### config.mk
export PLATFORM = sky130hd
export DESIGN_NAME = uart_rx_core
export DESIGN_NICKNAME = d
export VERILOG_FILES = /design/src/rtl/uart_pkg.sv /design/src/rtl/uart_baud_tick.sv /design/src/rtl/uart_rx_core.sv
export SDC_FILE = /design/constraint.sdc
export NUM_CORES = 1
export LEC_CHECK = 0
export CORE_UTILIZATION = 56
export CTS_CLUSTER_SIZE = 25
export DETAILED_ROUTE_END_ITERATION = 12
export PLACE_DENSITY = 0.9
export SLEW_MARGIN = 30
export SYNTH_ARGS = -nofsm -noshare
export SYNTH_HDL_FRONTEND = slang
export SYNTH_SLANG_ARGS = --single-unit
### constraint.sdc
create_clock -name app_clk -period 2.4 [get_ports app_clk]
set_input_delay 0.36 -clock app_clk [delete_from_list [all_inputs] [get_ports app_clk]]
set_output_delay 0.36 -clock app_clk [all_outputs]
set_load 0.01 [all_outputs]
### src/rtl/uart_pkg.sv
// Shared definitions for the UART receive path: oversampling constants, FSM states, vote helper.
package uart_pkg;

   localparam int unsigned OVS      = 16;
   localparam int unsigned MID_TICK = 8;
   localparam int unsigned SUB_W    = $clog2(OVS);

   typedef enum logic [2:0] {
      StIdle,
      StStart,
      StData,
      StParity,
      StStop1,
      StStop2,
      StDone
   } rx_state_e;

   // Two-of-three majority used to reject single-sample noise within a bit cell.
   function automatic logic maj3(input logic a, input logic b, input logic c);
      return (a & b) | (a & c) | (b & c);
   endfunction

endpackage

### src/rtl/uart_baud_tick.sv
// Oversampling tick generator: one tick every div+1 clocks, held at phase zero while clr is high.
module uart_baud_tick #(
   parameter int unsigned DIV_W = 12
) (
   input  logic             clk,
   input  logic             rst_n,
   input  logic             clr,
   input  logic [DIV_W-1:0] div,
   output logic             tick
);

   logic [DIV_W-1:0] cnt_q;

   assign tick = ~clr & (cnt_q == div);

   // Divider counter; restarts on clear and at terminal count.
   always_ff @(posedge clk or negedge rst_n) begin
      if (!rst_n) begin
         cnt_q <= '0;
      end else if (clr || tick) begin
         cnt_q <= '0;
      end else begin
         cnt_q <= cnt_q + DIV_W'(1);
      end
   end

endmodule

### src/rtl/uart_rx_core.sv
// UART receiver: 16x oversampling, start validation, 5..8 data bits, parity/stop checks and a
// valid/ready output register with error pulses.
module uart_rx_core
   import uart_pkg::*;
#(
   parameter int unsigned DIV_W    = 12,
   parameter int unsigned MAJ_VOTE = 1
) (
   input  logic             app_clk,
   input  logic             reset_n,
   input  logic             cfg_rx_en,
   input  logic [DIV_W-1:0] cfg_baud_div,
   input  logic [1:0]       cfg_data_bit,
   input  logic             cfg_stop_bit,
   input  logic             cfg_par_en,
   input  logic             cfg_even_par,
   input  logic             rxd,
   output logic [7:0]       rx_data,
   output logic             rx_valid,
   input  logic             rx_ready,
   output logic             err_frame,
   output logic             err_parity,
   output logic             err_overrun
);

   // With voting the bit decision lands on the last of the three samples.
   localparam int unsigned DEC_TICK = (MAJ_VOTE != 0) ? MID_TICK + 1 : MID_TICK;

   logic [1:0]       sync_q;
   logic             rxd_s, rxd_prev_q, start_edge;
   rx_state_e        state_q, state_d;
   logic [SUB_W-1:0] sub_cnt_q;
   logic [2:0]       bit_cnt_q, last_idx;
   logic [7:0]       shreg_q;
   logic             data_xor_q, par_err_q, frm_err_q, samp0_q, samp1_q;
   logic [DIV_W-1:0] div_q;
   logic [1:0]       nbits_q;
   logic             stop2_q, par_en_q, even_q;
   logic             tick, tick_clr, dec, bit_val;
   logic             start_go, shift_en, par_chk, stop_chk, done;

   assign rxd_s      = sync_q[1];
   assign start_edge = rxd_prev_q & ~rxd_s;
   assign dec        = tick & (sub_cnt_q == SUB_W'(DEC_TICK));
   assign bit_val    = (MAJ_VOTE != 0) ? maj3(samp0_q, samp1_q, rxd_s) : rxd_s;
   assign last_idx   = {1'b0, nbits_q} + 3'd4;

   uart_baud_tick #(
      .DIV_W(DIV_W)
   ) u_baud_tick (
      .clk  (app_clk),
      .rst_n(reset_n),
      .clr  (tick_clr),
      .div  (div_q),
      .tick (tick)
   );

   // Two-flop synchronizer plus edge-detect history, all idling high like the line.
   always_ff @(posedge app_clk or negedge reset_n) begin
      if (!reset_n) begin
         sync_q     <= 2'b11;
         rxd_prev_q <= 1'b1;
      end else begin
         sync_q     <= {sync_q[0], rxd};
         rxd_prev_q <= rxd_s;
      end
   end

   // FSM state register.
   always_ff @(posedge app_clk or negedge reset_n) begin
      if (!reset_n) state_q <= StIdle;
      else          state_q <= state_d;
   end

   // FSM next state; dropping the enable aborts any frame in flight.
   always_comb begin
      state_d = state_q;
      if (!cfg_rx_en && state_q != StIdle && state_q != StDone) begin
         state_d = StIdle;
      end else begin
         unique case (state_q)
            StIdle:   if (cfg_rx_en && start_edge) state_d = StStart;
            StStart:  if (dec) state_d = bit_val ? StIdle : StData;
            StData:   if (dec && bit_cnt_q == last_idx) state_d = par_en_q ? StParity : StStop1;
            StParity: if (dec) state_d = StStop1;
            StStop1:  if (dec) state_d = stop2_q ? StStop2 : StDone;
            StStop2:  if (dec) state_d = StDone;
            StDone:   state_d = StIdle;
            default:  state_d = StIdle;
         endcase
      end
   end

   // FSM decoded controls for the datapath.
   always_comb begin
      tick_clr = (state_q == StIdle);
      start_go = (state_q == StIdle) && (state_d == StStart);
      shift_en = (state_q == StData) && dec;
      par_chk  = (state_q == StParity) && dec;
      stop_chk = ((state_q == StStop1) || (state_q == StStop2)) && dec;
      done     = (state_q == StDone);
   end

   // Frame datapath: config latch, sub-tick phase, sample capture, shift and error accumulation.
   always_ff @(posedge app_clk or negedge reset_n) begin
      if (!reset_n) begin
         div_q      <= '0;
         nbits_q    <= '0;
         stop2_q    <= 1'b0;
         par_en_q   <= 1'b0;
         even_q     <= 1'b0;
         sub_cnt_q  <= '0;
         bit_cnt_q  <= '0;
         shreg_q    <= '0;
         data_xor_q <= 1'b0;
         par_err_q  <= 1'b0;
         frm_err_q  <= 1'b0;
         samp0_q    <= 1'b1;
         samp1_q    <= 1'b1;
      end else if (start_go) begin
         div_q      <= cfg_baud_div;
         nbits_q    <= cfg_data_bit;
         stop2_q    <= cfg_stop_bit;
         par_en_q   <= cfg_par_en;
         even_q     <= cfg_even_par;
         sub_cnt_q  <= '0;
         bit_cnt_q  <= '0;
         shreg_q    <= '0;
         data_xor_q <= 1'b0;
         par_err_q  <= 1'b0;
         frm_err_q  <= 1'b0;
      end else begin
         if (tick) begin
            sub_cnt_q <= sub_cnt_q + SUB_W'(1);
            if (sub_cnt_q == SUB_W'(MID_TICK - 1)) samp0_q <= rxd_s;
            if (sub_cnt_q == SUB_W'(MID_TICK))     samp1_q <= rxd_s;
         end
         if (shift_en) begin
            shreg_q[bit_cnt_q] <= bit_val;
            data_xor_q         <= data_xor_q ^ bit_val;
            bit_cnt_q          <= bit_cnt_q + 3'd1;
         end
         if (par_chk)             par_err_q <= (data_xor_q ^ bit_val) != ~even_q;
         if (stop_chk && !bit_val) frm_err_q <= 1'b1;
      end
   end

   // Output register: deliver or drop on frame end; a same-cycle accept frees the slot.
   always_ff @(posedge app_clk or negedge reset_n) begin
      if (!reset_n) begin
         rx_data     <= '0;
         rx_valid    <= 1'b0;
         err_frame   <= 1'b0;
         err_parity  <= 1'b0;
         err_overrun <= 1'b0;
      end else begin
         err_frame   <= done & frm_err_q;
         err_parity  <= done & par_err_q;
         err_overrun <= done & rx_valid & ~rx_ready;
         if (done && (!rx_valid || rx_ready)) begin
            rx_data  <= shreg_q;
            rx_valid <= 1'b1;
         end else if (rx_valid && rx_ready) begin
            rx_valid <= 1'b0;
         end
      end
   end

endmodule

# Word-level counts from Yosys, hierarchy flattened
# Cells that the tools add are included.
# op_classes
addsub	4
magnitude_cmp	2
n_eq_ne	14
n_mux	29
bitwise	18
reduce_logical	27
# ops
cell	count
3-bit 2-to-1 mux	10
3-bit one-hot mux with 6 select lines	1
8-bit 2-to-1 mux	2
12-bit by 1-bit adder with 12-bit output, second input constant	1
12-bit equality test	1
1-bit logical AND	12
12-bit 2-to-1 mux	1
1-bit bitwise AND	10
2-bit nonzero test	5
3-bit equality test, second input constant	3
1-bit 2-to-1 mux	9
8-bit bitwise mux	1
4-bit equality test, second input constant	2
4-bit 2-to-1 mux	2
3-bit by 1-bit equality test with 1-bit output, second input constant	2
3-bit by 2-bit equality test with 1-bit output, second input constant	2
3-bit AND reduction	2
1-bit NOT	5
4-bit by 1-bit adder with 4-bit output, second input constant	1
4-bit by 3-bit equality test with 1-bit output, second input constant	1
3-bit by 4-bit less-than comparator with 1-bit output, second input constant	1
2-bit 2-to-1 mux	2
2-bit by 3-bit adder with 3-bit output, second input constant	1
3-bit by 1-bit adder with 3-bit output, second input constant	1
other kinds (11)	16
# totals
regBits	67
in_bits	22
out_inout_bits	12

# Depth between registers and ports, before layout
# Gate-level depths: netlist of the first run.
# depth
depth_word	12
depth_mapped	8
mapped_depth_nobuf	7

# Hierarchy
# Synthesis of the first run repeated with hierarchy kept, for this count alone.
# hier_totals
hier_cells	306
hier_area_um2	3238.1
# by_module_without_submodules
module	n_inst	cells_each	area_each_um2	seq_area_each_um2
uart_rx_core	1	233	2478.6	1382.6
uart_baud_tick	1	73	759.5	300.3

# Least setup slack after synthesis of the first run
# No wires, ideal clock.
# synth_path
kind	register -> register
start	register u_baud_tick.cnt_q[10]
end	register samp0_q
arrival_time_ns	1.883
required_ns	2.315
setup_slack_ns	0.432
path_stages_with_launch	7
path_cell_list	dfrtp_1 > xnor2_2 > nand4_4 > or4_1 > buf_2 > nor3_2 > mux2_1
# synth_via
elab_chain_len	11
elab_cells_between_ends	15
# synth_lines
element	line_no	rtl
start, declared	uart_baud_tick.sv:12	logic [DIV_W-1:0] cnt_q;
start signal, assigned	uart_baud_tick.sv:23	cnt_q <= cnt_q + DIV_W'(1);
12-bit equality test (*)	uart_baud_tick.sv:14	assign tick = ~clr & (cnt_q == div);
1-bit bitwise AND (*)	uart_baud_tick.sv:14	
1-bit bitwise AND	uart_rx_core.sv:44	assign dec = tick & (sub_cnt_q == SUB_W'(DEC_TICK));
1-bit logical AND	uart_rx_core.sv:84	StData: if (dec && bit_cnt_q == last_idx) state_d = par_en_q ? StParity : StStop1;
3-bit 2-to-1 mux	uart_rx_core.sv:84	
3-bit one-hot mux with 6 select lines	uart_rx_core.sv:81	unique case (state_q)
3-bit 2-to-1 mux	uart_rx_core.sv:78	if (!cfg_rx_en && state_q != StIdle && state_q != StDone) begin
3-bit by 1-bit equality test with 1-bit output	uart_rx_core.sv:97	start_go = (state_q == StIdle) && (state_d == StStart);
1-bit logical AND	uart_rx_core.sv:97	
1-bit NOT (no source line)	n/a	
3-bit AND reduction (no source line) (*)	n/a	
end signal, assigned	uart_rx_core.sv:135	if (sub_cnt_q == SUB_W'(MID_TICK - 1)) samp0_q <= rxd_s;
end, declared	uart_rx_core.sv:35	logic data_xor_q, par_err_q, frm_err_q, samp0_q, samp1_q;
# Every way passes the cells marked *; elsewhere a longest branch is shown, timed or not.
# A chain may end at the register's enable or synchronous reset.

# Worst setup path in the final report of the first run
# layout_path
start	register u_baud_tick.cnt_q[7]
end	register samp0_q
# The elaborated chain is that of the path after synthesis.

==> results.sh, run 1 <==
export IMPL_crit_path_top_delay_cell="or4_1"
export IMPL_fin_nets=374
export IMPL_relSlewSlack_pct=52.4
export IMPL_syn_cell_area_um2=3210
export IMPL_fin_ws_ps=233
export IMPL_port_buffer_count=33
export IMPL_synthTopCellsByArea="dfrtp_1 48%, nand2_1 8.5%, xnor2_1 4.6%"
export IMPL_wl_per_cell_um=14.3
export IMPL_num_antenna_cells=0
export IMPL_synth_most_common_cell="nand2_1"
export IMPL_initial_core_util_pct=58.2
export IMPL_cp_arrival_ps=2440
export IMPL_required_ps=2670
export IMPL_path_clk_slew_ps=70
export IMPL_htree_num_levels=3
export IMPL_synth_largest_area_cell="dfrtp_1"
export IMPL_dp_hpwl_um=4180
export IMPL_status="finished clean"
export IMPL_path_cells="xnor2_2, nand4_2, or4_1, nor3_2, mux2_1"
export IMPL_core_um2=5510
export IMPL_synth_fp_nets=338
export IMPL_critPathCaptureType="flop"
export IMPL_synth_top_area_share_pct=48.4
export IMPL_clockBufferDepth=2
export IMPL_hold_violations=0
export IMPL_hold_class="in -> async"
export IMPL_grt_usage_pct=22.9
export IMPL_cts_tree="yes"
export IMPL_syn_area_per_cell_um2=10.3
export IMPL_fp_dieH_um=77.7
export IMPL_synth_common_cells="73 x nand2_1, 62 x dfrtp_1, 18 x nor2_1"
export IMPL_synth_ff_type="dfrtp_1"
export IMPL_syn_to_final_growth_pct=20.1
export IMPL_synth_cell_types=39
export IMPL_pin_count=34
export IMPL_rsz0062_at_grt="no"
export IMPL_maxSlewViolCount=0
export IMPL_cts_hold_buffers_added=0
export IMPL_fin_worst_skew_ps=12.2
export IMPL_via_per_inst=5.52
export IMPL_drcViolationCount=0
export IMPL_grt_overflow=0
export IMPL_path_buf_inv=0
export IMPL_tightest_slew_ps=707
export IMPL_first_iter_violations=172
export IMPL_n_fill_cell=402
export IMPL_syn_inst=311
export IMPL_slowest_delay_ps=720
export IMPL_drive_gt1_share_pct=14.2
export IMPL_grt_max_degree=68
export IMPL_synth_seq_cells=67
export IMPL_max_cap_violations=0
export IMPL_cp_top_family="simple AND/OR/NAND/NOR gates"
export IMPL_gp_congestion=0.876
export IMPL_std_cell_rows=27
export IMPL_crit_path_start_kind="flop"
export IMPL_cts_root_buf="clkbuf_8"
export IMPL_cp_max_fo=8
export IMPL_cts_resized=0
export IMPL_first_pass_iters=4
export IMPL_grt_pass1_wl_um=10600
export IMPL_clk_latency_ps=350
export IMPL_die_area_um2=6030
export IMPL_finalSetupViolations=0
export IMPL_setup_tns_ps=0
export IMPL_ant_nets=0
export IMPL_synth_edff_count=0
export IMPL_clkSinkCount=67
export IMPL_vias=2341
export IMPL_yosysWarnings=0
export IMPL_async_flop_share_pct=100
export IMPL_cts_buffers=9
export IMPL_peakVddDrop_mv=0.479
export IMPL_cts_setup_buffers=0
export IMPL_period_needed_ps=2170
export IMPL_finalWirelength_um=6050
export IMPL_dieWidth_um=77.7
export IMPL_ys_seq_area_share_pct=52.5
export IMPL_grt_pass1_vias=2281
export IMPL_p_leak_nw=1.73
export IMPL_grt_antenna_before_repair=0
export IMPL_max_freq_ghz=0.461
export IMPL_p_per_area_nw_per_um2=683
export IMPL_period_share_pct=90.3
export IMPL_critical_path_class="reg -> reg"
export IMPL_post_place_ws_ps=237
## registers in the layout, summed over array words and instances, names as in the netlist, 2 cells and up
register           flops
rx_data                8
shreg_q                8
nbits_q                2
div_q                 12
sub_cnt_q              4
u_baud_tick.cnt_q     12
bit_cnt_q              3
sync_q                 2
state_q                3
## stage by stage
| stage | instances | hold slack (ps) | cell area, um2 | utilization (%) | total power, mW |
|---|---|---|---|---|---|
| after floorplan | 311 | 64.4 | 3210 | - | 1.48 |
| final | 424 | 16.1 | 3850 | 69.9 | 2.63 |
| after global routing | 424 | 42.8 | 3850 | 69.9 | 2.74 |
| after global placement | 408 | 346 | 3620 | 65.8 | 1.58 |
| after CTS | 424 | 35.6 | 3850 | 69.9 | 2.64 |
| after detailed placement | 408 | 347 | 3620 | 65.8 | 1.59 |
## worst reg2reg max path, stage by stage, from the launching register on
cell and delay, ps:
dfrtp_1 440, xnor2_2 170, nand4_2 210, or4_1 720
nor3_2 210, mux2_1 340
## cell families (layout without fill, tap and decap cells)
group           count (synthesis)  in the layout  share of synthesized area (%)
compound gates                 23             23                           4.10
xor+xnor                       28             28                           9.29
mux                            18             18                           6.01
fa+ha+maj                       5              5                           1.95
simple gates                  148            148                           23.5
flops                          67             67                           52.5
buf+inv                        22             63                           2.69
## power by group
part           internal (mW)  leakage, nW  total [mW]  switching, mW
clock network          0.640        0.113        1.06          0.418
registers               1.20        0.891        1.28         0.0733
logic                  0.142        0.723       0.294          0.152
total                   1.99         1.73        2.63          0.643
## final timing paths
kind / start / end / slack (ps) / cells after the start
worst max-delay path: u_baud_tick.cnt_q[7]$_DFF_PN0_ / samp0_q$_DFFE_PN1P_ / 230 / 5
max in group asynchronous: reset_n / rxd_prev_q$_DFF_PN1_ / 2050 / 2
worst max register to register: u_baud_tick.cnt_q[7]$_DFF_PN0_ / samp0_q$_DFFE_PN1P_ / 230 / 5
worst min register to register: sync_q[0]$_DFF_PN1_ / sync_q[1]$_DFF_PN1_ / 360 / 0
worst min-delay path: reset_n / err_frame$_DFF_PN0_ / 20 / 2
min in group app_clk: sync_q[0]$_DFF_PN1_ / sync_q[1]$_DFF_PN1_ / 360 / 0
## area by class of cell
| cell class | instances | area, um2 | area share, % |
|---|---|---|---|
| flip-flops and latches | 67 | 1680 | 43.7 |
| repair buffers | 39 | 383 | 9.94 |
| well taps | 72 | 90.1 | 2.34 |
| multi-input cells | 222 | 1440 | 37.3 |
| clock inverters | 4 | 72.6 | 1.88 |
| inverters | 8 | 30.0 | 0.780 |
| clock buffers | 12 | 155 | 4.03 |
## per-layer routing
layer / vias up / global-route usage, % / wire length [um] / part of all wire, %
met5: - / 0 / 0 / 0
met4: 0 / 9.81 / 99 / 1.6
met3: 10 / 4.24 / 284 / 4.7
met2: 71 / 37.9 / 2990 / 49
met1: 1146 / 29.6 / 2680 / 44
li1: 1114 / - / - / -
## cells in the final DEF, fill, tap and decap left out, types with 2 or more instances in the layout
master           synthesis  layout
nand4_2                  2       2
o21ai_0                 11      11
and4_1                   2       2
xnor2_1                 17      17
or4_1                    3       3
dfrtp_1                 62      62
nor2b_1                  4       4
a311oi_1                 2       2
nand3b_1                 3       3
nor4_1                   3       3
nor2_1                  18      18
and3_1                  10      10
mux2i_1                  8       8
clkbuf_8                 0      11
bufinv_16                0       2
a21o_1                   2       2
xor2_1                   4       4
nor4_2                   2       2
nand4_1                  3       3
clkdlybuf4s50_1          0      32
xnor2_2                  7       7
a21oi_1                  6       6
ha_1                     5       5
mux2_2                   9       9
inv_1                    8       8
buf_4                    0       5
or3_1                    5       5
nand3_1                  9       9
dfstp_2                  5       5
nor3_1                   4       4
nand2_1                 73      73
(Power assumes the default switching activity.)
==> run 2, diff against run 1 <==
CORE_ASPECT_RATIO = 0.75   (was unset)
==> results.sh, run 2 (synthesis results as in run 1) <==
export IMPL_status="complete, but fails checks"
export IMPL_failed_checks="negative hold slack"
export IMPL_top_layer="met4"
export IMPL_drive_gt1_share_pct=14.5
export IMPL_dp_hpwl_um=4450
export IMPL_ff2ff_setup_slack_ps=180
export IMPL_initial_core_util_pct=58.9
export IMPL_cp_arrival_ps=2490
export IMPL_critPathCaptureType="flop"
export IMPL_crit_path_top_delay_cell="or4_1"
export IMPL_required_ps=2670
export IMPL_critical_path_class="reg -> reg"
export IMPL_first_iter_violations=110
export IMPL_multiInputGateArea_um2=1450
export IMPL_std_cell_rows=23
export IMPL_grt_max_degree=44
export IMPL_port_buffer_count=33
export IMPL_core_um2=5440
export IMPL_tightest_slew_ps=568
export IMPL_pin_count=34
export IMPL_regArea_um2=1680
export IMPL_first_pass_iters=4
export IMPL_fin_worst_skew_ps=11.6
export IMPL_wl_met2_um=3240
export IMPL_peakVddDrop_mv=0.434
export IMPL_gp_congestion=0.810
export IMPL_rsz0062_at_grt="no"
export IMPL_htree_num_levels=3
export IMPL_cts_hold_buffers_added=0
export IMPL_clk_latency_ps=350
export IMPL_worstRegToRegCells=5
export IMPL_timing_rr_start="u_baud_tick.cnt_q[11]$_DFF_PN0_"
export IMPL_grt_antenna_before_repair=0
export IMPL_period_needed_ps=2220
export IMPL_finalWirelength_um=6690
export IMPL_r2r_end="samp0_q$_DFFE_PN1P_"
export IMPL_top_regs="div_q: 12 flops, u_baud_tick.cnt_q: 12 flops"
export IMPL_max_cap_violations=0
export IMPL_relSlewSlack_pct=62.2
export IMPL_cp_max_fo=8
export IMPL_grt_overflow=0
export IMPL_crit_end="samp0_q$_DFFE_PN1P_"
export IMPL_hold_class="in -> async"
export IMPL_grt_pass1_wl_um=11200
export IMPL_finish_utilization_pct=71.8
export IMPL_max_freq_ghz=0.451
export IMPL_cts_setup_buffers=0
export IMPL_clockBufferDepth=2
export IMPL_finalSetupViolations=0
export IMPL_cts_tree="yes"
export IMPL_grt_pass1_vias=2360
export IMPL_setup_tns_ps=0
export IMPL_p_per_area_nw_per_um2=729
export IMPL_p_leak_nw=1.74
export IMPL_slowest_delay_ps=670
export IMPL_cts_buffers=9
export IMPL_dieWidth_um=89.4
export IMPL_fp_dieH_um=67.5
export IMPL_syn_to_final_growth_pct=21.8
export IMPL_clkSinkCount=67
export IMPL_drcViolationCount=0
export IMPL_met1_length_um=2970
export IMPL_crit_path_start_kind="flop"
export IMPL_hold_violations=4
export IMPL_final_cell_mix="73 x nand2_1, 62 x dfrtp_1, 32 x clkdlybuf4s50_1"
export IMPL_final_common_cell="nand2_1"
export IMPL_hold_worst_slack_ps=-0.973
export IMPL_via_per_inst=5.54
export IMPL_fin_nets=373
export IMPL_path_cells="xnor2_1, nand4_2, or4_1, nor3_2, mux2_1"
export IMPL_num_antenna_cells=0
export IMPL_vias=2361
export IMPL_grt_usage_pct=26.1
export IMPL_die_area_um2=6030
export IMPL_ant_nets=0
export IMPL_route_met3_wl_um=345
export IMPL_wl_per_cell_um=15.7
export IMPL_crit_start="u_baud_tick.cnt_q[11]$_DFF_PN0_"
export IMPL_cts_root_buf="clkbuf_8"
export IMPL_path_clk_slew_ps=80
export IMPL_cts_resized=0
export IMPL_period_share_pct=92.4
export IMPL_n_fill_cell=377
export IMPL_maxSlewViolCount=0
## run 2: changes by cell type in the layout (fill, tap and decap cells not counted), sizes merged
cell,change
buf,-1
clkbuf,-2
bufinv,+2
## run 2: final cells by class
| type | instances | area share (%) |
|---|---|---|
| Clock buffer | 10 | 3.52 |
| Clock inverter | 6 | 3.49 |
| Inverter | 8 | 0.769 |
| Multi-Input combinational cell | 222 | 37.1 |
| Sequential cell | 67 | 43.1 |
| Tap cell | 75 | 2.40 |
| Timing Repair Buffer | 38 | 9.61 |
## run 2: worst min path at each step
stage / start / to / depth (start not counted)
floorplan: reset_n / bit_cnt_q[0]$_DFFE_PN0P_ / 0
global placement: sync_q[0]$_DFF_PN1_ / sync_q[1]$_DFF_PN1_ / 0
detailed placement: sync_q[0]$_DFF_PN1_ / sync_q[1]$_DFF_PN1_ / 0
CTS: reset_n / sub_cnt_q[3]$_DFFE_PN0P_ / 1
global route: reset_n / state_q[2]$_DFF_PN0_ / 1
finish: reset_n / sub_cnt_q[3]$_DFFE_PN0P_ / 1
## run 2: through the flow
stage	std cells	setup WS [ps]	power (mW)	hold WS [ps]	area, um2
after floorplan	311	432	1.48	64.4	3210
after global placement	410	277	1.58	351	3620
after detailed placement	410	135	1.60	349	3620
after CTS	426	90.6	2.86	7.65	3890
after global routing	426	67.8	2.95	26.1	3910
final	426	182	2.84	-0.973	3910
## run 2: metal layers
metal / vias to the layer above / global-route usage [%]
li1: 1117 / -
met3: 14 / 9.78
met2: 66 / 39.4
met5: - / 0
met1: 1164 / 33.8
met4: 0 / 11.5
## run 2: report_power, final
group	total, mW	switching (mW)	internal [mW]
logic	0.303	0.162	0.141
clock network	1.26	0.440	0.825
registers	1.28	0.0727	1.20
## run 2: critical path, delay by kind of cell, from the launching register on
| kind | cells | cell delay [ps] |
|---|---|---|
| and+or+nand+nor | 3 | 1130 |
| xor gates and xnor gates | 1 | 260 |
| muxes | 1 | 330 |
| DFF | 1 | 410 |
